## src/rtl/ram_arbiter_pkg.sv

```systemverilog
// Shared types and constants for the two-port Ram32b arbiter.
package ram_arbiter_pkg;

    typedef enum logic [1:0] {
        S_IDLE   = 2'd0,
        S_ACCESS = 2'd1,
        S_ACK    = 2'd2
    } state_t;

    localparam logic PORT_CPU = 1'b0;
    localparam logic PORT_DBG = 1'b1;

endpackage

```

## src/rtl/ram_arbiter_if.sv

```systemverilog
// Requester and memory-side signals of the arbiter, bundled for port connection.
interface ram_arbiter_if #(
    parameter int ADDR_W = 32,
    parameter int DATA_W = 32
);
    logic              cpu_req;
    logic              cpu_we;
    logic [ADDR_W-1:0] cpu_addr;
    logic [DATA_W-1:0] cpu_wdata;
    logic              cpu_ack;
    logic [DATA_W-1:0] cpu_rdata;

    logic              dbg_req;
    logic              dbg_we;
    logic [ADDR_W-1:0] dbg_addr;
    logic [DATA_W-1:0] dbg_wdata;
    logic              dbg_ack;
    logic [DATA_W-1:0] dbg_rdata;

    logic [ADDR_W-1:0] mem_addr;
    logic              mem_read;
    logic              mem_write;
    logic [DATA_W-1:0] mem_wdata;
    logic [DATA_W-1:0] mem_rdata;

    logic              busy;
    logic              grant_id;

    // Arbiter side
    modport slave (
        input  cpu_req, cpu_we, cpu_addr, cpu_wdata,
        input  dbg_req, dbg_we, dbg_addr, dbg_wdata,
        input  mem_rdata,
        output cpu_ack, cpu_rdata, dbg_ack, dbg_rdata,
        output mem_addr, mem_read, mem_write, mem_wdata,
        output busy, grant_id
    );

    // Requesters plus memory, seen from outside the arbiter
    modport master (
        output cpu_req, cpu_we, cpu_addr, cpu_wdata,
        output dbg_req, dbg_we, dbg_addr, dbg_wdata,
        output mem_rdata,
        input  cpu_ack, cpu_rdata, dbg_ack, dbg_rdata,
        input  mem_addr, mem_read, mem_write, mem_wdata,
        input  busy, grant_id
    );

endinterface

```

## src/rtl/rr_pick2.sv

```systemverilog
// Two-way winner select: a lone requester wins; ties go to the port other than
// last when rr_en is set, otherwise to the cpu.
module rr_pick2
    import ram_arbiter_pkg::*;
(
    input  logic req0,
    input  logic req1,
    input  logic last,
    input  logic rr_en,
    output logic winner,
    output logic valid
);

    assign valid = req0 | req1;

    always_comb begin
        winner = PORT_CPU;
        if (req0 && req1) begin
            winner = rr_en ? ~last : PORT_CPU;
        end else if (req1) begin
            winner = PORT_DBG;
        end
    end

endmodule

```

## src/rtl/ram_arbiter.sv

```systemverilog
// Serialises cpu and dbg accesses onto the single Ram32b port with a req/ack
// handshake; every access takes MEM_LATENCY cycles followed by a one-cycle ack.
//
//   state    | meaning
//   ---------+-----------------------------------------------------------
//   S_IDLE   | memory quiet, sampling both requests for the next grant
//   S_ACCESS | driving latched op; read held MEM_LATENCY cycles, write 1
//   S_ACK    | one-cycle ack pulse to the granted port
module ram_arbiter
    import ram_arbiter_pkg::*;
#(
    parameter int ADDR_W      = 32,
    parameter int DATA_W      = 32,
    parameter int MEM_LATENCY = 1,
    parameter int ROUND_ROBIN = 1
) (
    input  logic          clk,
    input  logic          rst,
    ram_arbiter_if.slave  bus
);

    localparam int              CNT_W    = (MEM_LATENCY > 1) ? $clog2(MEM_LATENCY) : 1;
    localparam logic [CNT_W-1:0] CNT_LOAD = CNT_W'(MEM_LATENCY - 1);

    state_t            state;
    logic [CNT_W-1:0]  cnt;
    logic              last;
    logic              op_we;

    logic              pick_winner;
    logic              pick_valid;
    logic              sel_we;
    logic [ADDR_W-1:0] sel_addr;
    logic [DATA_W-1:0] sel_wdata;

    rr_pick2 u_pick (
        .req0   (bus.cpu_req),
        .req1   (bus.dbg_req),
        .last   (last),
        .rr_en  (ROUND_ROBIN != 0),
        .winner (pick_winner),
        .valid  (pick_valid)
    );

    assign sel_we    = (pick_winner == PORT_DBG) ? bus.dbg_we    : bus.cpu_we;
    assign sel_addr  = (pick_winner == PORT_DBG) ? bus.dbg_addr  : bus.cpu_addr;
    assign sel_wdata = (pick_winner == PORT_DBG) ? bus.dbg_wdata : bus.cpu_wdata;

    always_ff @(posedge clk or posedge rst) begin
        if (rst) begin
            state         <= S_IDLE;
            cnt           <= '0;
            last          <= PORT_DBG;
            op_we         <= 1'b0;
            bus.cpu_ack   <= 1'b0;
            bus.dbg_ack   <= 1'b0;
            bus.cpu_rdata <= '0;
            bus.dbg_rdata <= '0;
            bus.mem_addr  <= '0;
            bus.mem_wdata <= '0;
            bus.mem_read  <= 1'b0;
            bus.mem_write <= 1'b0;
            bus.busy      <= 1'b0;
            bus.grant_id  <= PORT_CPU;
        end else begin
            case (state)
                S_IDLE: begin
                    if (pick_valid) begin
                        state         <= S_ACCESS;
                        cnt           <= CNT_LOAD;
                        op_we         <= sel_we;
                        bus.grant_id  <= pick_winner;
                        bus.mem_addr  <= sel_addr;
                        bus.mem_wdata <= sel_wdata;
                        bus.mem_read  <= ~sel_we;
                        bus.mem_write <= sel_we;
                        bus.busy      <= 1'b1;
                    end
                end
                S_ACCESS: begin
                    // Writes strobe once; the remaining cycles keep timing uniform.
                    bus.mem_write <= 1'b0;
                    if (cnt == '0) begin
                        state         <= S_ACK;
                        last          <= bus.grant_id;
                        bus.mem_read  <= 1'b0;
                        bus.mem_addr  <= '0;
                        bus.mem_wdata <= '0;
                        if (bus.grant_id == PORT_DBG) begin
                            bus.dbg_ack <= 1'b1;
                            if (!op_we) bus.dbg_rdata <= bus.mem_rdata;
                        end else begin
                            bus.cpu_ack <= 1'b1;
                            if (!op_we) bus.cpu_rdata <= bus.mem_rdata;
                        end
                    end else begin
                        cnt <= cnt - CNT_W'(1);
                    end
                end
                S_ACK: begin
                    state       <= S_IDLE;
                    bus.cpu_ack <= 1'b0;
                    bus.dbg_ack <= 1'b0;
                    bus.busy    <= 1'b0;
                end
                default: begin
                    state <= S_IDLE;
                end
            endcase
        end
    end

endmodule

```

## src/flat_wrapper.sv

```systemverilog
// flat-port wrapper written by rule: the top's interface ports become plain ports
module ram_arbiter_flat import ram_arbiter_pkg::*;
#(
    parameter int ADDR_W      = 32,
    parameter int DATA_W      = 32,
    parameter int MEM_LATENCY = 1,
    parameter int ROUND_ROBIN = 1
)
  (clk, rst, bus_cpu_req, bus_cpu_we, bus_cpu_addr, bus_cpu_wdata, bus_dbg_req, bus_dbg_we, bus_dbg_addr, bus_dbg_wdata, bus_mem_rdata, bus_cpu_ack, bus_cpu_rdata, bus_dbg_ack, bus_dbg_rdata, bus_mem_addr, bus_mem_read, bus_mem_write, bus_mem_wdata, bus_busy, bus_grant_id);
  ram_arbiter_if #(.ADDR_W(ADDR_W), .DATA_W(DATA_W)) bus_i ();
  input  logic clk;
  input  logic rst;
  input wire logic [$bits(bus_i.cpu_req)-1:0] bus_cpu_req;
  input wire logic [$bits(bus_i.cpu_we)-1:0] bus_cpu_we;
  input wire logic [$bits(bus_i.cpu_addr)-1:0] bus_cpu_addr;
  input wire logic [$bits(bus_i.cpu_wdata)-1:0] bus_cpu_wdata;
  input wire logic [$bits(bus_i.dbg_req)-1:0] bus_dbg_req;
  input wire logic [$bits(bus_i.dbg_we)-1:0] bus_dbg_we;
  input wire logic [$bits(bus_i.dbg_addr)-1:0] bus_dbg_addr;
  input wire logic [$bits(bus_i.dbg_wdata)-1:0] bus_dbg_wdata;
  input wire logic [$bits(bus_i.mem_rdata)-1:0] bus_mem_rdata;
  output wire logic [$bits(bus_i.cpu_ack)-1:0] bus_cpu_ack;
  output wire logic [$bits(bus_i.cpu_rdata)-1:0] bus_cpu_rdata;
  output wire logic [$bits(bus_i.dbg_ack)-1:0] bus_dbg_ack;
  output wire logic [$bits(bus_i.dbg_rdata)-1:0] bus_dbg_rdata;
  output wire logic [$bits(bus_i.mem_addr)-1:0] bus_mem_addr;
  output wire logic [$bits(bus_i.mem_read)-1:0] bus_mem_read;
  output wire logic [$bits(bus_i.mem_write)-1:0] bus_mem_write;
  output wire logic [$bits(bus_i.mem_wdata)-1:0] bus_mem_wdata;
  output wire logic [$bits(bus_i.busy)-1:0] bus_busy;
  output wire logic [$bits(bus_i.grant_id)-1:0] bus_grant_id;
  assign bus_i.cpu_req = bus_cpu_req;
  assign bus_i.cpu_we = bus_cpu_we;
  assign bus_i.cpu_addr = bus_cpu_addr;
  assign bus_i.cpu_wdata = bus_cpu_wdata;
  assign bus_i.dbg_req = bus_dbg_req;
  assign bus_i.dbg_we = bus_dbg_we;
  assign bus_i.dbg_addr = bus_dbg_addr;
  assign bus_i.dbg_wdata = bus_dbg_wdata;
  assign bus_i.mem_rdata = bus_mem_rdata;
  assign bus_cpu_ack = bus_i.cpu_ack;
  assign bus_cpu_rdata = bus_i.cpu_rdata;
  assign bus_dbg_ack = bus_i.dbg_ack;
  assign bus_dbg_rdata = bus_i.dbg_rdata;
  assign bus_mem_addr = bus_i.mem_addr;
  assign bus_mem_read = bus_i.mem_read;
  assign bus_mem_write = bus_i.mem_write;
  assign bus_mem_wdata = bus_i.mem_wdata;
  assign bus_busy = bus_i.busy;
  assign bus_grant_id = bus_i.grant_id;
  ram_arbiter #(.ADDR_W(ADDR_W), .DATA_W(DATA_W), .MEM_LATENCY(MEM_LATENCY), .ROUND_ROBIN(ROUND_ROBIN)) u_core (.clk(clk), .rst(rst), .bus(bus_i));
endmodule
```

## config.mk

```make
export PLATFORM = sky130hd
export DESIGN_NAME = ram_arbiter_flat
export DESIGN_NICKNAME = d
export VERILOG_FILES = /design/src/rtl/ram_arbiter_pkg.sv /design/src/rtl/ram_arbiter_if.sv /design/src/rtl/rr_pick2.sv /design/src/rtl/ram_arbiter.sv /design/src/flat_wrapper.sv
export SDC_FILE = /design/constraint.sdc
export NUM_CORES = 1
export LEC_CHECK = 0
export ABC_AREA = 1
export CORE_MARGIN = 2
export CORE_UTILIZATION = 38
export DETAILED_ROUTE_END_ITERATION = 16
export PLACE_DENSITY = 0.76
export SLEW_MARGIN = 30
export SYNTH_ARGS = -nofsm -noshare
export SYNTH_HDL_FRONTEND = slang
export SYNTH_SLANG_ARGS = --single-unit
```

## constraint.sdc

```tcl
create_clock -name clk -period 4.34 [get_ports clk]
set_input_delay 0.434 -clock clk [delete_from_list [all_inputs] [get_ports clk]]
set_output_delay 0.434 -clock clk [all_outputs]
set_load 0.01 [all_outputs]
```

==> metrics.txt, run 1 <==
Clock transition at path regs=0.06 ns; Placement Cell Area=9770 sq um; I/O Buffers=299; CTS buffer count=17; RSZ-0062 raised after global routing=no; Setup Buffers After CTS=0; Die Span X=137 microns; Clock Tree Root=clkbuf_16; fin crit period=2.05 ns; CTS resizes=0; DR vias=6722; LEAKAGE=5.33 nW; final net count=1317; core area=17200 sq um; syn nets=1048; CTS tree=yes; fin area=10400 sq um; Setup TNS=0 ns; antenna cells=0; most frequent cells in the layout=clkdlybuf4s50_1 (298), nand2_1 (267), nand3_1 (262); Total Wirelength=21.3 mm; max_cap viols=0; Min-Delay Path Class=input pin to register; worst-path fanout max=40; Vias/cell=4.84; global-route wire length before repair=32.6 mm; share of post-route cells with drive strength above 1=5.07%; commonest non-fill, non-tap cell in the layout=clkdlybuf4s50_1; die extent in y=137 microns; Hold Violations, Final=0; relative slew slack=46.7%; fin cells=1389; count of final setup violators=0; CP arrival=2.40 ns; Final Worst Setup Slack=2.29 ns; critical path required time=4.70 ns; sequential fraction of the synthesis area=51.6%; maximum vdd drop=0.304 mV; Synth cell types=18; maximum level of the CTS H-tree=4; clock sinks=138; overflow left after global routing=0; # IOs=300; Skew-Pair Late Insertion Delay=0.42 ns; largest net degree at the start of global routing=75; HPWL Detailed=14.6 mm; Starting DRT DRC Count=334; vias in the first global route=6385; clock buffer depth=2; Netlist Area Pre-Place=6690 sq um; max-slew violations=0; DRC Markers=0; critical path type=input pin to register; RePlAce Congestion=0.823; Avg Inst Size Synth=7.59 sq um; crit end category=register; antenna-violating nets left=0; Initial Utilization=38.8%; Wirelength per Cell=15.4 microns; placed cell count=1357; row count=48; CTS Hold Bufs=0; Power Dens Cells=682 nW/um^2; clock skew=0.00924 ns; crit share post-route=47.2%; status=finished clean; Worst Tran Pin Value=0.797 ns; gr usage total=22.6%; Setup WS pre-CTS=1.87 ns; warnings from Yosys=0; P&R area growth vs syn=54.9%; cells after synthesis=882; initial antenna violation count=0; Initial DRT Pass Iterations=6; FMAX=488 MHz; Startpoint Class=input pin; die area=18700 sq um; flops & latches, synth=138
==> cells by family (layout without fill, tap and decap cells) <==
logic type | count (synthesis) | after routing | share of synthesized area, %
flip-flops | 138 | 138 | 51.6
AO/OA/AOI/OAI | 4 | 4 | 0.430
buffers and inverters | 199 | 481 | 12.4
AND/OR/NAND/NOR | 541 | 541 | 35.5
==> worst max-delay path: stages <==
cell and delay, ns:
clkdlybuf4s50_1 0.56, nor2_1 0.10, nor2_4 0.53, buf_4 0.52
nand3_1 0.15, nand2_1 0.09
==> cell usage after synthesis <==
cell | instances | area (sq um)
nand2_1 | 270 | 1010
nor2_2 | 1 | 6.26
nor2_4 | 2 | 22.5
inv_1 | 135 | 507
dfrtp_1 | 137 | 3430
nand3_1 | 262 | 1310
buf_1 | 2 | 7.51
nor2_1 | 5 | 18.8
o21ai_2 | 1 | 8.76
o21a_1 | 2 | 15.0
buf_2 | 42 | 210
o21ai_1 | 1 | 5.00
buf_4 | 6 | 45.0
clkbuf_1 | 11 | 41.3
buf_6 | 1 | 11.3
dfstp_2 | 1 | 26.3
inv_2 | 2 | 7.51
nand2_2 | 1 | 6.26
==> cell type report <==
| type | instances | area, sq um |
|---|---|---|
| repair buffers | 312 | 3090 |
| multi-input cells | 545 | 2430 |
| clock buffers | 17 | 425 |
| well taps | 225 | 282 |
| inverters | 137 | 519 |
| fillers | 1545 | 6870 |
| flip-flops and latches | 138 | 3450 |
| clock inverters | 15 | 174 |
==> through the flow <==
step | power, W | util [%] | hold slack (ns)
6_report | 0.00707 | 60.1 | 0.452
5_1_grt | 0.00754 | 60.1 | 0.457
4_1_cts | 0.00713 | 60.1 | 0.438
3_5_place_dp | 0.00563 | 56.7 | 0.457
3_3_place_gp | 0.00557 | 56.7 | 0.453
2_1_floorplan | 0.00387 | - | 0.450
==> per-layer routing <==
layer | part of all wire [%] | vias to the layer above | wire length (microns) | GRT usage [%]
met5 | 0 | - | 0 | 0
met4 | 3.6 | 0 | 767 | 10.3
met3 | 9.7 | 43 | 2080 | 7.63
met2 | 47 | 319 | 10000 | 36.7
met1 | 40 | 3079 | 8440 | 27.3
li1 | - | 3281 | - | -
==> where the power goes <==
part / switching (W) / total (W) / internal [W] / leakage [nW]
combinational: 0.00175 / 0.00333 / 0.00158 / 3.34
clock: 0.000573 / 0.00148 / 0.000902 / 0.281
sequential: 0.000351 / 0.00226 / 0.00191 / 1.70
total: 0.00268 / 0.00707 / 0.00440 / 5.33
==> final timing paths <==
check	start	slack, ns	end	cells after the start
min	bus_dbg_req	0.45	u_core.bus.mem_wdata[1]	4
max reg2reg	u_core.state[0]	2.40	u_core.bus.cpu_rdata[24]	7
min reg2reg	u_core.bus.cpu_rdata[25]	0.47	u_core.bus.cpu_rdata[25]	2
max in group asynchronous	rst	2.88	u_core.last	3
min in group asynchronous	rst	0.52	u_core.bus.dbg_rdata[13]	2
max	bus_cpu_req	2.29	u_core.bus.mem_wdata[29]	6
==> flip-flops by register name, indices dropped and copies added, names as in the netlist <==
register              cells
u_core.bus.mem_addr      32
u_core.bus.mem_read       1
u_core.bus.mem_wdata     32
u_core.last               1
u_core.bus.dbg_rdata     32
u_core.bus.busy           1
u_core.bus.cpu_ack        1
u_core.bus.cpu_rdata     32
u_core.bus.mem_write      1
u_core.state              2
u_core.bus.grant_id       1
u_core.bus.dbg_ack        1
u_core.op_we              1
Note: power is estimated with default switching activity, not from simulation.
==> run 2: changes to the inputs <==
--- a/config.mk
+++ b/config.mk
@@ -7,9 +7,9 @@
 export LEC_CHECK = 0
 export ABC_AREA = 1
 export CORE_MARGIN = 2
-export CORE_UTILIZATION = 38
+export CORE_UTILIZATION = 42
 export DETAILED_ROUTE_END_ITERATION = 16
-export PLACE_DENSITY = 0.76
+export PLACE_DENSITY = 0.8
 export SLEW_MARGIN = 30
 export SYNTH_ARGS = -nofsm -noshare
 export SYNTH_HDL_FRONTEND = slang
==> constraint.sdc (replaced) <==
create_clock -name clk -period 1.9 [get_ports clk]
set_input_delay 0.19 -clock clk [delete_from_list [all_inputs] [get_ports clk]]
set_output_delay 0.19 -clock clk [all_outputs]
set_load 0.01 [all_outputs]
==> run 2 against run 1 <==
Sequential power rose by 130%. Clock skew fell by 0.00052 ns. Non-clock buffer count rose by 7. Die area fell by 9.3%. Cell area rose by 1.5%. First-iteration DRC count rose by 23%. Count of clock-buffer cells in the layout did not move. Cell count fell by 0.14%. Sequential cell count did not move. Combinational power rose by 140%. Critical path type is now register to output pin. Largest power group unchanged.
==> metrics.txt, run 2 (same netlist as run 1, synthesis figures left out) <==
Top delay family on crit path=buffers and inverters; core area=15700 sq um; share of post-route cells with drive strength above 1=5.55%; Die Span X=130 microns; Worst Tran Pin Value=0.556 ns; Final Worst Setup Slack=0.199 ns; commonest non-fill, non-tap cell in the layout=clkdlybuf4s50_1; CTS Hold Bufs=0; crit share post-route=89.5%; status=finished clean; antenna-violating nets left=0; Total Wirelength=21.3 mm; RSZ-0062 raised after global routing=no; CTS tree=yes; max_cap viols=0; # IOs=300; Tot Pwr=0.0165 W; fin crit period=1.70 ns; row count=46; Wirelength per Cell=15.4 microns; slowest CP cell=clkdlybuf4s50_1; Clock transition at path regs=0.07 ns; final net count=1324; CP cell instances=clkdlybuf4s50_1; gr usage total=25.3%; Power Dens Cells=1570 nW/um^2; Hold Violations, Final=0; global-route wire length before repair=33.5 mm; LEAKAGE=5.40 nW; die extent in y=130 microns; largest net degree at the start of global routing=80; Hold WS=0.232 ns; CP arrival=1.51 ns; Startpoint Class=register; Vias/cell=4.94; vias in the first global route=6627; relative slew slack=63.0%; maximum vdd drop=0.654 mV; most frequent cells in the layout=clkdlybuf4s50_1 (298), nand2_1 (268), nand3_1 (262); RePlAce Congestion=0.798; Skew-Pair Late Insertion Delay=0.42 ns; CTS buffer count=17; Initial DRT Pass Iterations=5; Clock Tree Root=clkbuf_16; initial antenna violation count=0; Setup WS pre-CTS=0.316 ns; antenna cells=0; die area=17000 sq um; Initial Utilization=42.6%; clock sinks=138; maximum level of the CTS H-tree=4; HPWL Detailed=14.8 mm; critical path required time=1.71 ns; overflow left after global routing=0; DR vias=6853; P&R area growth vs syn=57.3%; clock buffer depth=2; crit end category=output pin; CTS resizes=0; FMAX=588 MHz; max-slew violations=0; worst-path fanout max=4; I/O Buffers=299; clock skew=0.00872 ns; Starting DRT DRC Count=412; Setup Buffers After CTS=0; max incr delay on CP=0.62 ns; DRC Markers=0; count of final setup violators=0; critical path type=register to output pin; WP buf/inv=1; Min-Delay Path Class=input pin to register
run 2: cell types whose count changed in the layout (fill, tap and decap cells not counted):
cell	delta
nand2_1	+1
clkinv_4	+2
clkinv_2	-4
nand2_2	-1
buf_12	+8
buf_4	-1
clkinvlp_4	+1
inv_8	+1
run 2: cell type report:
| class | instances | area (sq um) |
|---|---|---|
| Clock buffer | 17 | 425 |
| Clock inverter | 15 | 191 |
| Fill cell | 1314 | 5190 |
| Inverter | 137 | 518 |
| Multi-Input combinational cell | 545 | 2420 |
| Sequential cell | 138 | 3450 |
| Tap cell | 216 | 270 |
| Timing Repair Buffer | 319 | 3240 |
run 2: stage by stage:
stage	instances	util [%]	cell area (sq um)	TNS (ns)
2_1_floorplan	882	-	6700	-1.41
3_3_place_gp	1355	63.0	9910	0
3_5_place_dp	1355	63.0	9910	0
4_1_cts	1387	67.0	10500	0
5_1_grt	1387	67.0	10500	0
6_report	1387	67.0	10500	0
run 2: where the power goes:
group          internal, W  leakage, nW  switching (W)
clock              0.00209        0.285        0.00136
sequential         0.00437         1.70       0.000834
combinational      0.00381         3.41        0.00406
run 2: metal layers:
metal  routed length, microns  vias up  track usage (%)
met5                        0        -                0
met4                      677        0             10.6
met3                     1890       42             8.12
met2                    10400      298             41.2
met1                     8370     3217             31.1
li1                         -     3296                -
run 2: worst paths after layout:
kind / start / slack [ns] / cells past startpoint / endpoint
setup / recovery: u_core.bus.grant_id / 0.20 / 1 / bus_grant_id
hold / removal: bus_dbg_req / 0.23 / 4 / u_core.bus.mem_wdata[8]
setup reg to reg: u_core.state[1] / 0.52 / 6 / u_core.bus.dbg_rdata[22]
hold reg to reg: u_core.bus.dbg_rdata[29] / 0.47 / 2 / u_core.bus.dbg_rdata[29]
max in group asynchronous: rst / 1.26 / 3 / u_core.last
min in group asynchronous: rst / 0.24 / 3 / u_core.bus.cpu_rdata[7]
==> run 3: changes to the inputs <==
--- a/config.mk
+++ b/config.mk
@@ -6,7 +6,6 @@
 export NUM_CORES = 1
 export LEC_CHECK = 0
 export ABC_AREA = 1
-export CORE_MARGIN = 2
 export CORE_UTILIZATION = 42
 export DETAILED_ROUTE_END_ITERATION = 16
 export PLACE_DENSITY = 0.8
==> run 3 against run 2 <==
Cell area fell by 0.32%. Sequential share of layout area increased by 0.11 points. Power shrank 1.8%. Highest routed layer unchanged. Sequential cell count unchanged. Combinational power shrank 1%. Largest cell class unchanged.
==> metrics.txt, run 3 (same netlist as run 1, synthesis figures left out) <==
gr usage total=25.4%; Hold WS=0.246 ns; Worst Tran Pin Value=0.437 ns; Startpoint Class=register; core area=15400 sq um; CP arrival=1.48 ns; Clock transition at path regs=0.05 ns; Min-Delay Path Class=input pin to async pin; crit end category=output pin; critical path type=register to output pin; Wirelength per Cell=14.7 microns; antenna-violating nets left=0; status=finished clean; worst-path fanout max=4; CP cell instances=clkdlybuf4s50_1; max_cap viols=0; Clock Tree Root=clkbuf_16; Hold Violations, Final=0; RSZ-0062 raised after global routing=no; CTS tree=yes; CTS Hold Bufs=0; # IOs=300; I/O Buffers=299; vias in the first global route=6483; antenna cells=0; Top delay family on crit path=buffers and inverters; fin util=68.2%; global-route track usage on met3=7.43%; Skew-Pair Late Insertion Delay=0.41 ns; Initial Utilization=43.5%; DR vias=6751; max incr delay on CP=0.63 ns; count of final setup violators=0; Power Dens Cells=1550 nW/um^2; LEAKAGE=5.40 nW; global-route wire length before repair=32.3 mm; fin area=10500 sq um; Die Span X=128 microns; Vias/cell=4.89; M1 GR Usage=29.8%; final net count=1324; commonest non-fill, non-tap cell in the layout=clkdlybuf4s50_1; Setup Buffers After CTS=0; P&R area growth vs syn=56.8%; WP buf/inv=1; share of post-route cells with drive strength above 1=5.13%; FMAX=600 MHz; gr busiest metal=met2; maximum level of the CTS H-tree=4; Starting DRT DRC Count=470; overflow left after global routing=0; M2 GR Usage=42.8%; slowest CP cell=clkdlybuf4s50_1; RePlAce Congestion=0.845; fin crit period=1.67 ns; Worst Setup SP=u_core.bus.grant_id; Initial DRT Pass Iterations=7; row count=45; relative slew slack=70.8%; max-slew violations=0; largest net degree at the start of global routing=76; die extent in y=128 microns; DRC Markers=0; maximum vdd drop=0.847 mV; crit share post-route=87.7%; HPWL Detailed=14.2 mm; clock buffer depth=2; most frequent cells in the layout=clkdlybuf4s50_1 (298), nand2_1 (268), nand3_1 (262); die area=16400 sq um; CTS resizes=0; Total Wirelength=20.3 mm; clock sinks=138; critical path required time=1.71 ns; CTS buffer count=17; Placement Cell Area=9910 sq um; Worst R2R Start=u_core.state[1]; Setup TNS=0 ns; initial antenna violation count=0; clock skew=0.00581 ns
[run 3: final timing paths]
check | endpoint | slack, ns | cells after the start
max | bus_grant_id | 0.23 | 1
min reg2reg | u_core.bus.dbg_rdata[24] | 0.47 | 2
max reg2reg | u_core.bus.dbg_rdata[31] | 0.47 | 6
min | u_core.bus.cpu_rdata[5] | 0.25 | 3
min in group clk | u_core.bus.mem_addr[2] | 0.32 | 4
max in group asynchronous | u_core.last | 1.28 | 3
[run 3: metal layers]
metal,vias up,share of wire [%]
met5,-,0
met1,3128,39
met3,46,7.9
li1,3294,-
met4,0,3.7
met2,283,49
[run 3: cell type report]
class	count	area, sq um
Clock buffer	22	454
Timing Repair Buffer	319	3250
Clock inverter	9	123
Multi-Input combinational cell	545	2420
Inverter	137	518
Fill cell	1267	4880
Tap cell	211	264
Sequential cell	138	3450
[run 3: through the flow]
| step | setup WS [ns] | std cells | power [W] |
|---|---|---|---|
| floorplan | -0.0103 | 882 | 0.00884 |
| global placement | 0.363 | 1350 | 0.0129 |
| detailed placement | 0.322 | 1350 | 0.0130 |
| CTS | 0.208 | 1381 | 0.0164 |
| global route | 0.170 | 1381 | 0.0173 |
| finish | 0.235 | 1381 | 0.0162 |
[run 3: where the power goes]
group          total (W)  switching (W)  internal (W)
clock network    0.00326        0.00119       0.00208
logic            0.00777        0.00397       0.00380
registers        0.00520       0.000824       0.00438
